--- src/rtl/grf_wb_arbiter.sv ---
// -----------------------------------------------------------------------------
// grf_wb_arbiter
//
// Write-port arbiter for the single-write-port general register file.
// The W-stage writeback always wins the port and is never stalled. Results
// from the multicycle unit (mul/div, late loads) are queued in a small FIFO
// and drained into cycles where the W stage does not write. A W-stage write
// to register X kills every queued entry for X, because that queued value is
// older and would otherwise overwrite the newer W-stage result. Killed
// ("dead") entries keep their slot until they reach the head and are popped
// without a write.
//
// Ports
//   clk, reset          clock, synchronous active-high reset
//   w_we/w_a3/w_wd/w_pc W-stage write request (granted when w_we && w_a3!=0)
//   mu_valid/mu_ready   multicycle result handshake (mu_ready = !full)
//   mu_a3/mu_wd/mu_pc   multicycle result payload
//   grf_we/a3/wd/pc     GRF write port
//   q_a1/q_a2           D-stage hazard query addresses
//   q_pend1/q_pend2     a live queued write targets q_a1 / q_a2
//   count               occupied FIFO slots, live plus dead
// -----------------------------------------------------------------------------
module grf_wb_arbiter #(
  parameter int DEPTH = 2
) (
  input  logic                     clk,
  input  logic                     reset,
  input  logic                     w_we,
  input  logic [4:0]               w_a3,
  input  logic [31:0]              w_wd,
  input  logic [31:0]              w_pc,
  input  logic                     mu_valid,
  output logic                     mu_ready,
  input  logic [4:0]               mu_a3,
  input  logic [31:0]              mu_wd,
  input  logic [31:0]              mu_pc,
  output logic                     grf_we,
  output logic [4:0]               grf_a3,
  output logic [31:0]              grf_wd,
  output logic [31:0]              grf_pc,
  input  logic [4:0]               q_a1,
  input  logic [4:0]               q_a2,
  output logic                     q_pend1,
  output logic                     q_pend2,
  output logic [$clog2(DEPTH):0]   count
);

  localparam int AW = $clog2(DEPTH);

  typedef logic [AW-1:0] ptr_t;
  typedef logic [AW:0]   cnt_t;

  typedef struct packed {
    logic [4:0]  a3;
    logic [31:0] wd;
    logic [31:0] pc;
  } entry_t;

  localparam cnt_t FULL_CNT = cnt_t'(DEPTH);

  // ---------------------------------------------------------------------------
  // State
  // ---------------------------------------------------------------------------
  entry_t            entry_q [DEPTH];
  entry_t            entry_d [DEPTH];
  logic [DEPTH-1:0]  live_q, live_d;
  ptr_t              rd_ptr_q, rd_ptr_d;
  ptr_t              wr_ptr_q, wr_ptr_d;
  cnt_t              count_q, count_d;

  // ---------------------------------------------------------------------------
  // Control decode
  // ---------------------------------------------------------------------------
  logic   w_grant;
  logic   full;
  logic   empty;
  logic   pop;
  logic   push;
  entry_t head;
  logic   head_live;

  assign full      = (count_q == FULL_CNT);
  assign empty     = (count_q == '0);
  // Reset gating keeps the GRF port and the handshake quiet for the whole
  // reset cycle, not just after the clearing edge.
  assign w_grant   = !reset && w_we && (w_a3 != 5'd0);
  assign mu_ready  = !reset && !full;
  assign pop       = !reset && !w_grant && !empty;
  // A handshake for $0 completes but deposits nothing.
  assign push      = mu_valid && mu_ready && (mu_a3 != 5'd0);
  assign head      = entry_q[rd_ptr_q];
  assign head_live = live_q[rd_ptr_q];
  assign count     = count_q;

  // ---------------------------------------------------------------------------
  // GRF write port mux: W stage, then live FIFO head, else idle zeros
  // ---------------------------------------------------------------------------
  always_comb begin
    grf_we = 1'b0;
    grf_a3 = '0;
    grf_wd = '0;
    grf_pc = '0;
    if (w_grant) begin
      grf_we = 1'b1;
      grf_a3 = w_a3;
      grf_wd = w_wd;
      grf_pc = w_pc;
    end else if (pop && head_live) begin
      grf_we = 1'b1;
      grf_a3 = head.a3;
      grf_wd = head.wd;
      grf_pc = head.pc;
    end
  end

  // ---------------------------------------------------------------------------
  // Hazard query: only registered live entries count, never the incoming push
  // ---------------------------------------------------------------------------
  always_comb begin
    q_pend1 = 1'b0;
    q_pend2 = 1'b0;
    for (int i = 0; i < DEPTH; i++) begin
      if (live_q[i] && entry_q[i].a3 == q_a1) q_pend1 = 1'b1;
      if (live_q[i] && entry_q[i].a3 == q_a2) q_pend2 = 1'b1;
    end
    if (reset || q_a1 == 5'd0) q_pend1 = 1'b0;
    if (reset || q_a2 == 5'd0) q_pend2 = 1'b0;
  end

  // ---------------------------------------------------------------------------
  // Next-state logic
  // ---------------------------------------------------------------------------
  always_comb begin
    entry_d  = entry_q;
    live_d   = live_q;
    rd_ptr_d = rd_ptr_q;
    wr_ptr_d = wr_ptr_q;
    count_d  = count_q;

    // WAW squash first, so the same-cycle push below (younger than the W
    // write) is set live afterwards and survives.
    if (w_grant) begin
      for (int i = 0; i < DEPTH; i++) begin
        if (entry_q[i].a3 == w_a3) live_d[i] = 1'b0;
      end
    end

    if (pop) begin
      live_d[rd_ptr_q] = 1'b0;
      rd_ptr_d         = rd_ptr_q + ptr_t'(1);
    end

    // Push only happens when not full, so wr_ptr never aliases an occupied
    // slot (including the one being popped).
    if (push) begin
      entry_d[wr_ptr_q] = '{a3: mu_a3, wd: mu_wd, pc: mu_pc};
      live_d[wr_ptr_q]  = 1'b1;
      wr_ptr_d          = wr_ptr_q + ptr_t'(1);
    end

    count_d = count_q + cnt_t'(push) - cnt_t'(pop);

    if (reset) begin
      live_d   = '0;
      rd_ptr_d = '0;
      wr_ptr_d = '0;
      count_d  = '0;
    end
  end

  // ---------------------------------------------------------------------------
  // Registers
  // ---------------------------------------------------------------------------
  // NOTE: sequential state uses non-blocking assignments only; the reset is
  // folded into the _d logic above, so this block is a plain register.
  always_ff @(posedge clk) begin
    live_q   <= live_d;
    rd_ptr_q <= rd_ptr_d;
    wr_ptr_q <= wr_ptr_d;
    count_q  <= count_d;
  end

  // NOTE: payload storage is deliberately not reset; a slot is only ever read
  // while its live bit or count says it holds data written by a push.
  always_ff @(posedge clk) begin
    entry_q <= entry_d;
  end

endmodule

--- config.mk ---
export PLATFORM = sky130hd
export DESIGN_NAME = grf_wb_arbiter
export DESIGN_NICKNAME = d
export VERILOG_FILES = /design/src/rtl/grf_wb_arbiter.sv
export SDC_FILE = /design/constraint.sdc
export NUM_CORES = 1
export LEC_CHECK = 0
export CORE_UTILIZATION = 45
export CTS_BUF_LIST = sky130_fd_sc_hd__clkbuf_16
export DETAILED_ROUTE_END_ITERATION = 10
export PLACE_DENSITY = 0.8
export SYNTH_ARGS = -nofsm -noshare
export SYNTH_HDL_FRONTEND = slang
export SYNTH_SLANG_ARGS = --single-unit
export TNS_END_PERCENT = 1
--- constraint.sdc ---
create_clock -name clk -period 5.7 [get_ports clk]
set_clock_uncertainty 0.15 [all_clocks]
set_input_delay 0.855 -clock clk [delete_from_list [all_inputs] [get_ports clk]]
set_output_delay 0.855 -clock clk [all_outputs]
set_load 0.02 [all_outputs]
======== Word level (Yosys, flattened, before mapping) ========
Index checks and enable logic that the tools add are counted.
word-level totals
  logic and storage cells ................. 90
  output and inout port bits .............. 75
  register bits after elaboration ......... 144
  input bits .............................. 152
operators by class
  equality and inequality tests ........... 7
  muxes and demuxes ....................... 31
  $add $sub $neg .......................... 4
  reductions and logical operators ........ 26
  bitwise gates (word level) .............. 5
  order comparisons ....................... 7
operator list
  kind                                                      count
  two-way mux 69 bit                                        4
  bitwise mux 138 bit                                       1
  two-way mux 32 bit                                        4
  demux 69 bit (select 1 bit)                               1
  == test 5 bit                                             6
  logical AND 1 bit                                         15
  two-way mux 1 bit                                         14
  zero test 5 bit                                           2
  two-way mux 5 bit                                         2
  nonzero test 5 bit                                        2
  two-way mux 2 bit                                         3
  greater-or-equal comparator 2 bit, second input constant  2
  zero test 1 bit                                           4
  < comparator 1 x 2 -> 1 bit, second input constant        2
  NOT 1 -> 2 bit                                            2
  adder 1 bit, second input constant                        2
  adder 2 x 1 -> 2 bit                                      1
  AND 2 bit                                                 1
  demux 1 bit (select 1 bit)                                2
  == test 2 bit, second input constant                      1
  greater-or-equal comparator 1 bit, second input constant  2
  zero test 2 bit                                           1
  logical OR 1 bit                                          2
  < comparator 2 x 1 -> 1 bit, second input constant        1
  3 further kinds                                           3

======== Longest topological paths before layout ========
Gate-level depths: netlist (run 1).
  depth in word-level cells ............... 9
  depth in mapped cells ................... 8
  depth with buffers taken out ............ 8

======== Worst setup path after synthesis (run 1) ========
OpenSTA, ideal clock, no wires.
  path kind ............................... input port to flip-flop
  from .................................... in reset
  to ...................................... reg entry_q[0] in the netlist's numbering, enable pin
  required time ........................... 5053 ps
  path buffers ............................ 1
  library setup time ...................... 497 ps
  arrival time ............................ 4654 ps
  slack ................................... 399 ps
  stages on the path ...................... 4
  cells stage by stage .................... clkbuf_1 -> a21oi_1 -> nand3_1 -> nor2_1
between the ends
  longest elaborated chain between the ends .. 4
RTL lines
  what                             line  source
  start, declared                  27    input logic reset,
  zero test 1 bit                  87    assign mu_ready = !reset && !full;
  logical AND 1 bit                87
  net mu_ready                     33    output logic mu_ready,
  logical AND 1 bit (2 in series)  90    assign push = mu_valid && mu_ready && (mu_a3 != 5'd0);
  end signal, assigned             186   entry_q <= entry_d;
  end, declared                    64    entry_t entry_q [DEPTH];
The timed path passes the listed nets, and every way through them passes these cells.
A chain may end at the register's enable or synchronous reset.

======== Worst setup path in the final report (run 1) ========
  from .................................... in w_a3[0]
  to ...................................... out grf_wd[17]
between the ends
  longest elaborated chain between the ends .. 8
RTL lines
  what                             line  source
  start, declared                  29    input logic [4:0] w_a3,
  nonzero test 5 bit *             86    assign w_grant = !reset && w_we && (w_a3 != 5'd0);
  logical AND 1 bit *              86
  zero test 1 bit                  88    assign pop = !reset && !w_grant && !empty;
  logical AND 1 bit (2 in series)  88
  logical AND 1 bit                108   end else if (pop && head_live) begin
  two-way mux 32 bit               108
  two-way mux 32 bit *             103   if (w_grant) begin
  end, declared                    39    output logic [31:0] grf_wd,
Mark *: on every way between the ends. The rest lies on a longest branch, timed or not.

==> metrics.yaml, run 1 <==
outcome:
  status: "finished clean"
pwr:
  pwr_density_cell_nw_per_um2: 308
  power.leakage_nw: 3.11
  pwr-share-comb_pct: 16.2
  switchingPower_mw: 0.693
  p_int_mw: 2.21
  seq_power_share_pct: 43.6
  pwr-share-clk_pct: 40.2
  ir_drop_mv: 0.210
  p_sw_share_pct: 23.9
sta:
  min_period_ps: 4930
  rsz0062_at_grt: "false"
  layout_worst_path_cycle_share_pct: 86.4
  tightestPinTransition_ps: 922
  setup_violations: 0
  max_slew_margin_pct: 38.4
  setup_tns_ps: 0
  max_freq_mhz: 203
  drv_slew: 0
  finalHoldViolations: 0
cts:
  cts_hold_buffers: 0
  cts_made_buffers: 17
  cts-root-buf: "clkbuf_16"
  clk_path_buf_depth: 2
  clk_pin_slew_ps: 60
  numClockSinks: 144
  cts_resized: 0
  cts_tree: "built"
  cts_setup_buffers: 0
  clock_latency_ps: 420
  htreeDepth: 4
grt:
  grt_pass1_vias: 4500
  grt_pass1_wl_um: 22400
  antenna_found_initial: 0
  grt_max_degree: 71
  gr-usage-all-layers_pct: 20.5
  grt-ovfl-total: 0
placed_design:
  portBuffers: 226
  place.gp.congestion: 0.802
  place_area_um2: 8770
  dp_hpwl_um: 10200
synthesis:
  ys_seq_elements: 144
  syn_avg_cell_area_um2: 13.8
  muxShareOfSynthArea_pct: 11.0
  seq_area_frac_synth_pct: 66.8
  ys.warnings.count: 0
  synth_compound_area_share_pct: 7.76
  synth_fa_ha_area_share_pct: 0.392
  synth.cell_area_um2: 6380
  synth_top_family_by_area: "multiplexers"
  syn_inst: 463
  synth.distinct_cells: 33
  yosys.area_share.simple_pct: 6.94
  synth_nets: 617
  synth_xor_area_share_pct: 4.39
routing:
  post_drt_wl_per_cell_um: 16.6
  vias: 4466
  routed_wl_um: 14600
  ant_nets: 0
  drtIter0Drc: 277
  detail_route.first_pass.iterations: 7
  drcViolationCount: 0
  drt-vias-per-instance: 5.08
cells_and_area:
  fill_cells: 984
  final_cell_mix: "226 x clkdlybuf4s50_1, 138 x edfxtp_1, 71 x nand2_1"
  seqCellArea_um2: 4270
  final_common_cell: "clkdlybuf4s50_1"
  drive_gt1_share_pct: 8.30
  areaGrowthSynthToFinish_pct: 47.3
  antennaDiodeCount: 0
  multiInputGateArea_um2: 1950
  nNetsFinal: 840
  design_area_um2: 9410
floorplanning:
  core.rowCount: 43
  initial_core_util_pct: 46.0
  die_h_um: 121
  core_um2: 13900
  dieArea_um2: 14700
  die_width_um: 121
  ios: 227
setup_path:
  cp.arrival_ps: 3920
  required_ps: 4700
  crit_fanout: 70
  path_common_cell: "clkdlybuf4s50_1"
  path_cells: "clkdlybuf4s50_1 -> or3_4 -> o31a_1 -> or4_4 -> o21ai_1 -> clkdlybuf4s50_1"
  end_kind: "output pin"
  cp_slowest_cell: "or4_4"
  path_class: "input port to output pin"
  critPathLaunchType: "input port"
  critPathMaxStageDelay_ps: 860
job:
  cap_viol_max_count: 0
worst_hold_path:
  hold_class: "flop to flop"
-- per-layer routing --
metal / up-vias / global-route usage [%] / wire (um)
li1: 2172 / - / -
met3: 24 / 5.40 / 832
met1: 2134 / 24.3 / 5930
met5: - / 0 / 0
met2: 136 / 35.3 / 7530
met4: 0 / 8.41 / 277
-- cells by family after synthesis --
kind of cell / count (synthesis)
fa+ha+maj: 2
compound gates: 82
buf+inv: 31
xor+xnor: 32
flops: 144
simple gates: 102
mux: 70
-- cells in the mapped netlist (all sizes together) --
cell,count,area (um2)
nor4,5,31.3
nand3,6,30.0
a31o,1,8.76
inv,4,15.0
nor3,5,25.0
or4,1,11.3
xor2,22,193
a41oi,1,8.76
o31ai,1,7.51
ha,2,25.0
nor2,6,22.5
dfxtp,6,120
nand4,1,6.26
nand2,71,267
o32ai,1,8.76
clkbuf,18,67.6
nand2b,2,12.5
a21oi,3,15.0
o21ai,70,403
a221oi,2,17.5
edfxtp,138,4140
nor2b,2,12.5
or3,2,17.5
xnor2,10,87.6
o31a,2,17.5
mux2i,70,701
nor3b,1,7.51
buf,9,93.8
o2bb2ai,1,8.76
-- state kept, by name (all words and copies together), names as in the netlist --
register / count
count: 2
entry_q: 138
live_q: 2
rd_ptr_q: 1
wr_ptr_q: 1
-- stage by stage --
| stage | hold slack [ps] | util (%) | total power [mW] | worst slack [ps] | std cells |
|---|---|---|---|---|---|
| 3_3_place_gp | 264 | 63.2 | 1.75 | 867 | 847 |
| 6_report | 296 | 67.8 | 2.90 | 774 | 879 |
| 4_1_cts | 299 | 67.8 | 2.92 | 759 | 879 |
| 5_1_grt | 313 | 67.8 | 3.01 | 644 | 879 |
| 3_5_place_dp | 282 | 63.2 | 1.76 | 802 | 847 |
| 2_1_floorplan | 254 | - | 1.53 | 399 | 463 |
-- final timing paths --
check                      to  slack, ps  startpoint  cells past startpoint
setup / recovery   grf_wd[17]        770     w_a3[0]                      6
hold / removal      live_q[0]        300    wr_ptr_q                      1
setup reg to reg  entry_q[26]       3020    count[0]                      5
hold reg to reg     live_q[0]        300    wr_ptr_q                      1
-- critical path: cells and delay by family --
kind / cells / cell delay, ps
and+or+nand+nor: 2 / 1280
buffers and inverters: 2 / 1160
AOI/OAI and AO/OA: 2 / 590
-- final cells by class --
class,instances,area share [%]
Multi-Input combinational cell,288,20.8
Timing Repair Buffer,231,24.6
Inverter,4,0.160
Sequential cell,144,45.4
Clock inverter,15,2.20
Tap cell,180,2.39
Clock buffer,17,4.52
-- power groups by stage --
stage                     clock network (mW)  registers [mW]  logic (mW)
after floorplan                            0            1.27       0.261
after global placement                     0            1.29       0.461
after detailed placement                   0            1.29       0.471
after CTS                               1.18            1.27       0.474
after global routing                    1.23            1.27       0.505
final                                   1.17            1.26       0.468
No activity file was read; power rests on OpenSTA's default activity.
==> run 2: changes to the inputs <==
--- a/config.mk
+++ b/config.mk
@@ -5,10 +5,11 @@
 export SDC_FILE = /design/constraint.sdc
 export NUM_CORES = 1
 export LEC_CHECK = 0
-export CORE_UTILIZATION = 45
+export ABC_AREA = 1
+export CORE_UTILIZATION = 46
 export CTS_BUF_LIST = sky130_fd_sc_hd__clkbuf_16
 export DETAILED_ROUTE_END_ITERATION = 10
-export PLACE_DENSITY = 0.8
+export PLACE_DENSITY = 0.81
 export SYNTH_ARGS = -nofsm -noshare
 export SYNTH_HDL_FRONTEND = slang
 export SYNTH_SLANG_ARGS = --single-unit
==> metrics.yaml, run 2 <==
cts:
  cts_made_buffers: 17
  cts_hold_buffers: 0
  cts_resized: 0
  cts-root-buf: "clkbuf_16"
  htreeDepth: 4
  clk_pin_slew_ps: 60
  cts_tree: "built"
  cts_setup_buffers: 0
  clk_path_buf_depth: 2
  clock_latency_ps: 410
  numClockSinks: 144
floorplanning:
  dieArea_um2: 14900
  core_um2: 14000
  die_width_um: 122
  initial_core_util_pct: 47.5
  die_h_um: 122
  core.rowCount: 43
  ios: 227
synthesis:
  synth_nets: 864
  synth_edf_count: 138
  synth_area_leader_cell: "edfxtp_1"
  synth_common_cells: "417 x nand2_1, 138 x edfxtp_1, 27 x inv_1"
  netlist_top_cells_area: "edfxtp_1 62%, nand2_1 24%, dfxtp_1 1.8%, inv_1 1.5%, buf_6 1.2%"
  ys.warnings.count: 0
  ys_seq_elements: 144
  ys.flop_type: "edfxtp_1"
  async_flop_share_pct: 0
  synth_most_common_cell: "nand2_1"
  synth.distinct_cells: 24
  seq_area_frac_synth_pct: 64.2
  synth_top_cell_area_share_pct: 62.4
  synth.cell_area_um2: 6640
  syn_inst: 710
  syn_avg_cell_area_um2: 9.35
routing:
  post_drt_wl_per_cell_um: 14.5
  routed_wl_um: 16400
  drtIter0Drc: 313
  drcViolationCount: 0
  detail_route.first_pass.iterations: 5
  drt-vias-per-instance: 4.92
  vias: 5547
  ant_nets: 0
sta:
  finalHoldViolations: 0
  max_slew_margin_pct: 36.1
  setup_tns_ps: 0
  rsz0062_at_grt: "false"
  setup_violations: 0
  tightestPinTransition_ps: 956
  min_period_ps: 4540
  layout_worst_path_cycle_share_pct: 79.6
  max_freq_mhz: 220
  drv_slew: 0
grt:
  grt_max_degree: 67
  antenna_found_initial: 0
  grt-ovfl-total: 0
  grt_pass1_wl_um: 25500
  gr-usage-all-layers_pct: 22.7
  grt_pass1_vias: 5331
setup_path:
  required_ps: 4700
  worstReg2RegEnd: "entry_q[15]"
  cp.arrival_ps: 3530
  r2r_cells: 5
  rr_startpoint: "count[0]"
  ff2ff_setup_slack_ps: 3210
  path_cells: "buf_4 -> nand2_1 -> a21oi_4 -> buf_4 -> nand2_1 -> o21ai_0 -> clkdlybuf4s50_1"
  crit_family: "buffers and inverters"
  critPathMaxStageDelay_ps: 790
  critPathLaunchType: "flop"
  cp_slowest_cell: "dfxtp_2"
  critPathBufInv: 3
  crit_fanout: 41
  end_kind: "output pin"
  path_class: "flop to output pin"
cells_and_area:
  largest_reg_flops: 138
  post-route-util_pct: 68.8
  final_common_cell: "nand2_1"
  top_register: "entry_q"
  design_area_um2: 9620
  final_cell_mix: "417 x nand2_1, 226 x clkdlybuf4s50_1, 138 x edfxtp_1"
  drive_gt1_share_pct: 5.07
  antennaDiodeCount: 0
  nNetsFinal: 1088
  areaGrowthSynthToFinish_pct: 45.0
worst_hold_path:
  min_from: "wr_ptr_q"
  hold_class: "flop to flop"
  min_path_cells: 2
  min_to: "wr_ptr_q"
placed_design:
  portBuffers: 226
  place.gp.congestion: 0.887
  place_area_um2: 9040
  dp_hpwl_um: 11200
pwr:
  pwr-share-comb_pct: 19.7
  power.leakage_nw: 3.96
  seq_power_share_pct: 43.8
  ir_drop_mv: 0.218
  p_sw_share_pct: 26.1
  p_int_mw: 2.17
  pwr_density_cell_nw_per_um2: 306
  pwr-share-clk_pct: 36.5
  switchingPower_mw: 0.768
job:
  cap_viol_max_count: 0
outcome:
  status: "finished clean"
==> run 2: changes by cell type in the layout (fill, tap and decap cells not counted), sizes merged, moves of 3 or more <==
cell    previous run  this run
xor2              22         9
xnor2             10         4
inv                7        30
nand3              6        13
a21oi              3        13
o22ai              0        12
nor4               5         0
nor2               6        20
nand2             71       419
nor3               5         1
buf                5         9
clkinv             6         9
mux2i             70         0
o21ai             70        11
==> run 2: cells by family (layout without fill, tap and decap cells) <==
group	count (synthesis)	count (layout)	share of synthesized area [%]
and+or+nand+nor	455	455	26.2
DFF	144	144	64.2
buffers and inverters	58	295	4.15
AOI/OAI and AO/OA	38	38	3.34
xor gates and xnor gates	13	13	1.72
adders and majority gates	2	2	0.377
==> run 2: how the worst max path moves through the flow <==
stage	cells after the start	start	to	slack, ps
after floorplan	4	reset	entry_q[0]	480
after global placement	8	w_a3[4]	grf_we	1240
after detailed placement	9	w_a3[1]	grf_pc[10]	1170
after CTS	7	rd_ptr_q	grf_a3[2]	1140
after global routing	8	reset	grf_pc[16]	930
final	7	rd_ptr_q	grf_a3[2]	1160
==> run 2: per-stage QoR <==
step / setup WS, ps / total power, mW / std cells / hold slack [ps]
after detailed placement: 1170 / 1.89 / 1095 / 319
final: 1160 / 2.94 / 1127 / 330
after floorplan: 478 / 1.62 / 710 / 291
after global placement: 1240 / 1.88 / 1095 / 317
after global routing: 932 / 3.08 / 1127 / 359
after CTS: 1140 / 2.96 / 1127 / 328
==> run 2: layout make-up <==
class,instances,area [um2]
inverter,28,105
sequential,144,4270
clock inverter,15,153
tap,180,225
clock buffer,17,425
multi-input combinational,508,2110
timing repair buffer,235,2340
fill,1088,4370
==> run 2: tightest hold or removal path: stages, from the launching register on <==
cell and delay [ps]:
dfxtp_1 310, nand2_1 70, a21oi_1 60
==> run 2: power groups by stage <==
stage,Sequential (mW),Combinational (mW),Clock (mW)
final,1.29,0.579,1.07
after global routing,1.30,0.649,1.13
after CTS,1.29,0.588,1.09
after detailed placement,1.31,0.585,0
after global placement,1.31,0.570,0
after floorplan,1.30,0.328,0
==> run 2: metal layers <==
metal	vias to the layer above	GRT usage (%)	part of all wire (%)
li1	2756	-	-
met1	2546	27.2	40
met2	211	39.4	51
met3	34	3.51	5.8
met4	0	12.1	3.1
met5	-	0	0
